<file path="config.mk">
export PLATFORM = sky130hd
export DESIGN_NAME = dut_run_ctrl
export DESIGN_NICKNAME = d
export VERILOG_FILES = /design/src/rtl/harness_pkg.sv /design/src/rtl/phase_cnt.sv /design/src/rtl/dut_run_ctrl.sv
export SDC_FILE = /design/constraint.sdc
export NUM_CORES = 1
export LEC_CHECK = 0
export CAP_MARGIN = 25
export CORE_MARGIN = 2
export CORE_UTILIZATION = 50
export DETAILED_ROUTE_END_ITERATION = 10
export PLACE_DENSITY = 0.76
export SYNTH_ARGS = -nofsm -noshare
export SYNTH_HDL_FRONTEND = slang
export SYNTH_HIERARCHICAL = 1
export SYNTH_SLANG_ARGS = --single-unit
</file>
<file path="constraint.sdc">
create_clock -name clk -period 3.4 [get_ports clk]
set_input_delay 0.51 -clock clk [delete_from_list [all_inputs] [get_ports clk]]
set_output_delay 0.51 -clock clk [all_outputs]
set_load 0.03 [all_outputs]
</file>
<file path="src/rtl/harness_pkg.sv">
// Shared definitions for the hash-core test harness run sequencer.
// State encodings, default phase lengths and a small sizing helper.
package harness_pkg;

  localparam logic [2:0] S_IDLE   = 3'd0;
  localparam logic [2:0] S_RESET  = 3'd1;
  localparam logic [2:0] S_SETTLE = 3'd2;
  localparam logic [2:0] S_RUN    = 3'd3;
  localparam logic [2:0] S_DRAIN  = 3'd4;
  localparam logic [2:0] S_DONE   = 3'd5;

  typedef enum logic [2:0] {
    IDLE   = S_IDLE,
    RESET  = S_RESET,
    SETTLE = S_SETTLE,
    RUN    = S_RUN,
    DRAIN  = S_DRAIN,
    DONE   = S_DONE
  } state_t;

  localparam int DEF_RST_CYCLES    = 16;
  localparam int DEF_SETTLE_CYCLES = 4;
  localparam int DEF_DRAIN_CYCLES  = 8;
  localparam int DEF_TIMEOUT       = 1000000;
  localparam int DEF_CNT_W         = 24;

  function automatic int max3(
    input int a,
    input int b,
    input int c
  );
    int m;
    m = a;
    if (b > m) m = b;
    if (c > m) m = c;
    return m;
  endfunction

endpackage

</file>
<file path="src/rtl/phase_cnt.sv">
// Loadable down-counter timing the RESET, SETTLE and DRAIN phases.
// Holds at zero; load wins over decrement.
module phase_cnt #(
  parameter int W = 4
) (
  input  logic         clk,
  input  logic         reset,
  input  logic         load,
  input  logic [W-1:0] val,
  input  logic         dec,
  output logic         zero
);

  logic [W-1:0] cnt;

  always_ff @(posedge clk or posedge reset) begin
    if (reset) begin
      cnt <= '0;
    end else if (load) begin
      cnt <= val;
    end else if (dec && (cnt != '0)) begin
      cnt <= cnt - 1'b1;
    end
  end

  assign zero = (cnt == '0);

endmodule

</file>
<file path="src/rtl/dut_run_ctrl.sv">
// Run sequencer: resets the DUT, arms the error monitor, runs stimulus
// and reports pass, fail or timeout with the cycle of the first error.
module dut_run_ctrl
  import harness_pkg::*;
#(
  parameter int RST_CYCLES    = DEF_RST_CYCLES,
  parameter int SETTLE_CYCLES = DEF_SETTLE_CYCLES,
  parameter int DRAIN_CYCLES  = DEF_DRAIN_CYCLES,
  parameter int TIMEOUT       = DEF_TIMEOUT,
  parameter int CNT_W         = DEF_CNT_W
) (
  input  logic             clk,
  input  logic             reset,
  input  logic             start_i,
  input  logic             err_i,
  input  logic             stim_done_i,
  output logic             dut_rst_n_o,
  output logic             mon_nreset_o,
  output logic             stim_en_o,
  output logic             busy_o,
  output logic             pass_o,
  output logic             fail_o,
  output logic             timeout_o,
  output logic [CNT_W-1:0] err_cycle_o
);

  localparam int PH_MAX =
    max3(RST_CYCLES, SETTLE_CYCLES, DRAIN_CYCLES);
  localparam int PH_W =
    (PH_MAX > 1) ? $clog2(PH_MAX) : 1;

  localparam logic [PH_W-1:0] RST_LD =
    PH_W'(RST_CYCLES - 1);
  localparam logic [PH_W-1:0] SET_LD =
    PH_W'(SETTLE_CYCLES - 1);
  localparam logic [PH_W-1:0] DRN_LD =
    PH_W'(DRAIN_CYCLES - 1);
  localparam logic [CNT_W-1:0] LAST =
    CNT_W'(TIMEOUT - 1);

  state_t           state;
  state_t           nxt;
  logic             start_q;
  logic [CNT_W-1:0] run_cnt;
  logic             ph_load;
  logic             ph_dec;
  logic             ph_zero;
  logic [PH_W-1:0]  ph_val;
  logic             fin_err;
  logic             fin_tmo;
  logic             fin_pass;
  logic             idle_like;

  assign idle_like = (state == IDLE) || (state == DONE);

  phase_cnt #(
    .W(PH_W)
  ) u_phase (
    .clk  (clk),
    .reset(reset),
    .load (ph_load),
    .val  (ph_val),
    .dec  (ph_dec),
    .zero (ph_zero)
  );

  always_comb begin
    nxt      = state;
    ph_load  = 1'b0;
    ph_val   = '0;
    ph_dec   = 1'b0;
    fin_err  = 1'b0;
    fin_tmo  = 1'b0;
    fin_pass = 1'b0;
    unique case (state)
      IDLE, DONE: begin
        if (start_q) begin
          nxt     = RESET;
          ph_load = 1'b1;
          ph_val  = RST_LD;
        end
      end
      RESET: begin
        if (ph_zero) begin
          nxt     = SETTLE;
          ph_load = 1'b1;
          ph_val  = SET_LD;
        end else begin
          ph_dec = 1'b1;
        end
      end
      SETTLE: begin
        if (ph_zero) nxt = RUN;
        else ph_dec = 1'b1;
      end
      RUN: begin
        if (err_i) begin
          nxt     = DONE;
          fin_err = 1'b1;
        end else if (stim_done_i) begin
          nxt     = DRAIN;
          ph_load = 1'b1;
          ph_val  = DRN_LD;
        end else if (run_cnt == LAST) begin
          nxt     = DONE;
          fin_tmo = 1'b1;
        end
      end
      DRAIN: begin
        if (err_i) begin
          nxt     = DONE;
          fin_err = 1'b1;
        end else if (ph_zero) begin
          nxt      = DONE;
          fin_pass = 1'b1;
        end else begin
          ph_dec = 1'b1;
        end
      end
      default: nxt = IDLE;
    endcase
  end

  // start is captured a cycle early so RESET begins one edge later
  always_ff @(posedge clk or posedge reset) begin
    if (reset) begin
      state        <= IDLE;
      start_q      <= 1'b0;
      run_cnt      <= '0;
      dut_rst_n_o  <= 1'b0;
      mon_nreset_o <= 1'b0;
      stim_en_o    <= 1'b0;
      busy_o       <= 1'b0;
      pass_o       <= 1'b0;
      fail_o       <= 1'b0;
      timeout_o    <= 1'b0;
      err_cycle_o  <= '0;
    end else begin
      state   <= nxt;
      start_q <= start_i && idle_like;

      dut_rst_n_o  <= (nxt == SETTLE) || (nxt == RUN) ||
                      (nxt == DRAIN) || (nxt == DONE);
      mon_nreset_o <= (nxt == RUN) || (nxt == DRAIN) ||
                      (nxt == DONE);
      stim_en_o    <= (nxt == RUN);
      busy_o       <= (nxt == RESET) || (nxt == SETTLE) ||
                      (nxt == RUN) || (nxt == DRAIN);

      if ((state != RUN) && (nxt == RUN)) begin
        run_cnt <= '0;
      end else if ((state == RUN) || (state == DRAIN)) begin
        run_cnt <= run_cnt + 1'b1;
      end

      if ((state == IDLE) || (idle_like && start_q)) begin
        pass_o      <= 1'b0;
        fail_o      <= 1'b0;
        timeout_o   <= 1'b0;
        err_cycle_o <= '0;
      end
      if (fin_err) begin
        fail_o      <= 1'b1;
        err_cycle_o <= run_cnt;
      end
      if (fin_tmo) begin
        fail_o    <= 1'b1;
        timeout_o <= 1'b1;
      end
      if (fin_pass) begin
        pass_o <= 1'b1;
      end
    end
  end

endmodule

</file>
---- Yosys cells after proc, flatten, opt, wreduce, memory -nomap -nowiden ----
Index checks and enable logic that the tools add are counted.
W data, S select, Z words.
word-level totals
  register bits ........................... 63
  bits of input ports ..................... 5
  word-level logic and storage cells ...... 94
  output and inout bits ................... 31
operators by class
  reduce and logical (&&, ||, !) cells .... 27
  equal/unequal tests ..................... 12
  muxes and demuxes ....................... 41
  $add $sub $neg .......................... 2
operators by type and width
  operator                 number
  $mux W24                 4
  $mux W3                  10
  $add A24 B1 Y24 const B  1
  $eq A24 B20 Y1 const B   1
  $mux W1                  19
  $pmux W3 S5              1
  $eq A3 B2 Y1 const B     4
  $eq A3 B3 Y1 const B     4
  $mux W4                  3
  $pmux W4 S3              1
  $logic_or A1 B1 Y1       11
  $reduce_bool A2 Y1       5
  $eq A3 B1 Y1 const B     2
  $reduce_or A2 Y1         3
  $logic_and A1 B1 Y1      4
  $logic_not A4 Y1         1
  $reduce_bool A4 Y1       1
  $sub A4 B1 Y4 const B    1
  $logic_not A3 Y1         1
  $ne A3 B2 Y1 const B     1
  $pmux W1 S3              1
  $reduce_bool A3 Y1       1
  $mux W2                  1
  $pmux W1 S2              1

---- Logic depth before layout (Yosys ltp) ----
  depth after elaboration ................. 9
  mapped depth ............................ 10
  mapped depth without buffers ............ 9

---- Cells and area by module ----
The synthesis kept the hierarchy.
by module, submodules not included
  module        cells each  instances  area an instance (um2)  sequential area each (um2)
  dut_run_ctrl  319         1          2,984.1                 1,476.4
  phase_cnt     28          1          261.5                   100.1

---- Worst setup path before layout ----
OpenSTA, ideal clock, no wires.
  path type ............................... register to register
  start point ............................. reg u_phase.cnt[0]
  end point ............................... reg u_phase.cnt[3]
  stages on the path, launching flop included .. 11
  arrival ................................. 2,367 ps
  period minus slack after synthesis ...... 2,493 ps
  setup time .............................. 126 ps
  path slack .............................. 907 ps
  data required time ...................... 3,274 ps
  buffers on the path ..................... 2
  path through ............................ dfrtp_1 -> inv_1 -> ha_1 -> or3b_4 -> inv_1 -> clkbuf_1 -> nor2b_1 -> a21o_1 -> clkbuf_1 -> nor3_1 -> a221o_1
on the way
  elaborated cells on any way between the ends .. 12
  classes of those cells .................. add/sub: 1; mux: 7; reduce/logical: 4
RTL lines
  what                                                  RTL line            source
  start, declared                                       phase_cnt.sv:14     logic [W-1:0] cnt;
  start signal, assigned                                phase_cnt.sv:20     cnt <= val;
  start signal, assigned                                phase_cnt.sv:22     cnt <= cnt - 1'b1;
  $logic_not A4 Y1 *                                    phase_cnt.sv:26     assign zero = (cnt == '0);
  named net ph_zero                                     dut_run_ctrl.sv:47  logic ph_zero;
  $mux W1 *                                             dut_run_ctrl.sv:84  if (ph_zero) begin
  $pmux W1 S3 *                                         dut_run_ctrl.sv:75  unique case (state)
  named net ph_load                                     dut_run_ctrl.sv:45  logic ph_load;
  $mux W4 / $reduce_bool A2 Y1 (equally long branches)  --
Mark *: on every way through the listed nets, which the timed path passes. The rest lies on a longest branch. The select of a mux whose other input is x is not followed.
A chain may end at the register's enable or synchronous reset.

---- Final worst setup path ----
Ends and elaborated chain as after synthesis.

==> qor.yml <==
outcome:
  status: "finished, final reports clean"
sta:
  hold_viol_final: 0
  fmax_ghz: 0.388
  rsz0062_at_grt: "false"
  finalMaxSlewViolations: 0
  hold_ws_ns: 0.416
  setup_ws_ns: 0.822
  tns_ns: 0
  slew_headroom_pct: 49.3
  tightestPinTransition_ns: 0.760
  period_share_pct: 75.8
  setup_violations: 0
  layout_min_cycle_time_ns: 2.58
  fin_skew_ns: 0.00864
placed_design:
  dpl.hpwl_um: 4590
  place.gp.congestion: 0.867
  port_buffers: 35
  place_ws_ns: 0.773
setup_path:
  cp.required_ns: 3.62
  startpoint_type: "flip-flop"
  endpoint_kind: "flip-flop"
  path_class: "reg2reg"
  critPathMaxFanout: 11
  cp.arrival_ns: 2.79
power:
  power_density_nw_per_um2: 690
  leakage_nw: 1.64
  worst_ir_drop_vdd_v: 0.000448
synth:
  syn_area_sq_um: 3250
  avgSynthCellArea_sq_um: 9.35
  synth.net_count: 354
  synth_flop_cell: "dfrtp_1"
  synth_cell_types: 62
  yosys_warnings: 6
  ys_seq_area_share_pct: 48.6
  ys_seq_elements: 63
  synthCells: 347
  synth-edff-count: 0
  synthArstFlopShare_pct: 100
job:
  cap_violations: 0
die:
  start_util_pct: 51.4
  die-area_sq_um: 7150
  core_area_sq_um: 6310
  die_h_um: 84.6
  pin_count: 36
  dieWidth_um: 84.6
  placementRows: 29
cells_and_area:
  nets: 385
  diodes: 0
  drive_gt1_share_pct: 11.0
  syn2layout_area_growth_pct: 18.3
grt:
  gr-usage-all-layers_pct: 20.2
  antenna_found_initial: 0
  grt_max_degree: 50
  globalRoute.totalOverflow: 0
  grt_pass1_wl_um: 11500
  grt_pass1_vias: 2520
route:
  drc: 0
  vias: 2567
  via_per_inst: 5.58
  drt-total-wl_um: 6750
  firstDrtPassIters: 4
  first_iter_violations: 208
  drtAntennaViolNets: 0
  wl_per_cell_um: 14.7
cts:
  cts-hold-fix-buffers: 0
  clk_pin_slew_ns: 0.07
  post_cts_resized: 0
  htree_levels: 3
  cts_tree: "done"
  root_buffer: "clkbuf_8"
  clkLatencyLatePin_ns: 0.34
  numCtsBuffers: 9
  cts.path.max_buffers: 2
  postCtsSetupBuffers: 0
  cts_sinks: 63
min_path:
  hold_class: "in2async"
cell usage after synthesis, types with 5 or more instances:
library cell  count  share of area, %
xor2_1            7               1.9
nand3_1           7               1.1
o21ai_0          27               4.2
clkbuf_1         12               1.4
nand2_1          60               6.9
nor3_1            7               1.1
a21oi_1          11               1.7
nor2_1           30               3.5
inv_1            12               1.4
nor4_1            5              0.96
nand4_1           7               1.3
xnor2_1          12               3.2
dfrtp_1          63                49
registers in the layout (all words and copies together), names as in the netlist, 3 cells and up:
name	cells
state	3
err_cycle_o	24
u_phase/cnt	4
run_cnt	24
per-stage QoR:
stage                     power [W]  cells  util [%]  instance area, sq um
final                       0.00265    460      60.8                  3840
after global routing        0.00282    460      60.8                  3840
after CTS                   0.00267    460      60.8                  3840
after detailed placement    0.00202    444      57.7                  3640
after global placement      0.00199    444      57.7                  3640
after floorplan             0.00176    347         -                  3250
placed cells by master, fill, tap and decap left out, drive strengths merged, types with 5 or more instances in the layout:
| cell | n |
|---|---|
| a21o | 5 |
| a21oi | 11 |
| and2 | 5 |
| clkbuf | 10 |
| clkdlybuf4s50 | 35 |
| dfrtp | 63 |
| inv | 12 |
| nand2 | 61 |
| nand3 | 8 |
| nand4 | 7 |
| nor2 | 31 |
| nor3 | 7 |
| nor4 | 6 |
| o21ai | 32 |
| xnor2 | 12 |
| xor2 | 7 |
worst paths after layout:
check	from	to	slack [ns]	depth (start not counted)
max in group asynchronous	reset	run_cnt[10]$_DFFE_PP0P_	2.07	3
hold reg to reg	timeout_o$_DFFE_PP0P_	timeout_o$_DFFE_PP0P_	0.49	1
min in group clk	timeout_o$_DFFE_PP0P_	timeout_o$_DFFE_PP0P_	0.49	1
hold / removal	reset	u_phase/cnt[2]$_DFFE_PP0P_	0.42	2
setup / recovery	u_phase/cnt[0]$_DFFE_PP0P_	u_phase/cnt[3]$_DFFE_PP0P_	0.82	8
setup reg to reg	u_phase/cnt[0]$_DFFE_PP0P_	u_phase/cnt[3]$_DFFE_PP0P_	0.82	8
kinds of logic after synthesis:
logic type / synth area share, %
AND/OR/NAND/NOR: 27.3
AO/OA/AOI/OAI: 12.9
flip-flops: 48.6
buffers and inverters: 4.01
XOR/XNOR: 5.13
multiplexers: 1.27
adder cells (fa/ha/maj): 0.771
routing by layer:
metal / wire length (um) / global-route usage [%] / up-vias
met5: 0 / 0 / -
met4: 105 / 6.64 / 0
met3: 247 / 5.70 / 10
met2: 3300 / 33.0 / 54
met1: 3100 / 26.0 / 1238
li1: - / - / 1265
power breakdown:
| group | internal, W | leakage (nW) | switching [W] |
|---|---|---|---|
| combinational | 0.000402 | 0.688 | 0.000599 |
| clock | 0.000354 | 0.0981 | 0.000289 |
| sequential | 0.000863 | 0.858 | 0.000145 |
| total | 0.00162 | 1.64 | 0.00103 |
layout make-up:
type,count,area (sq um)
clock inverters,6,60.1
clock buffers,10,138
multi-input cells,253,1540
flip-flops and latches,63,1580
repair buffers,39,380
inverters,12,45.0
well taps,77,96.3
fillers,551,2470
worst max-delay path: stages, from the launching register on:
cell	delay, ns
dfrtp_1	0.40
inv_1	0.09
ha_1	0.21
or3b_4	0.42
inv_1	0.20
nor2b_1	0.39
a21o_1	0.35
nor3_1	0.08
a221o_1	0.32
(Power assumes the default switching activity.)
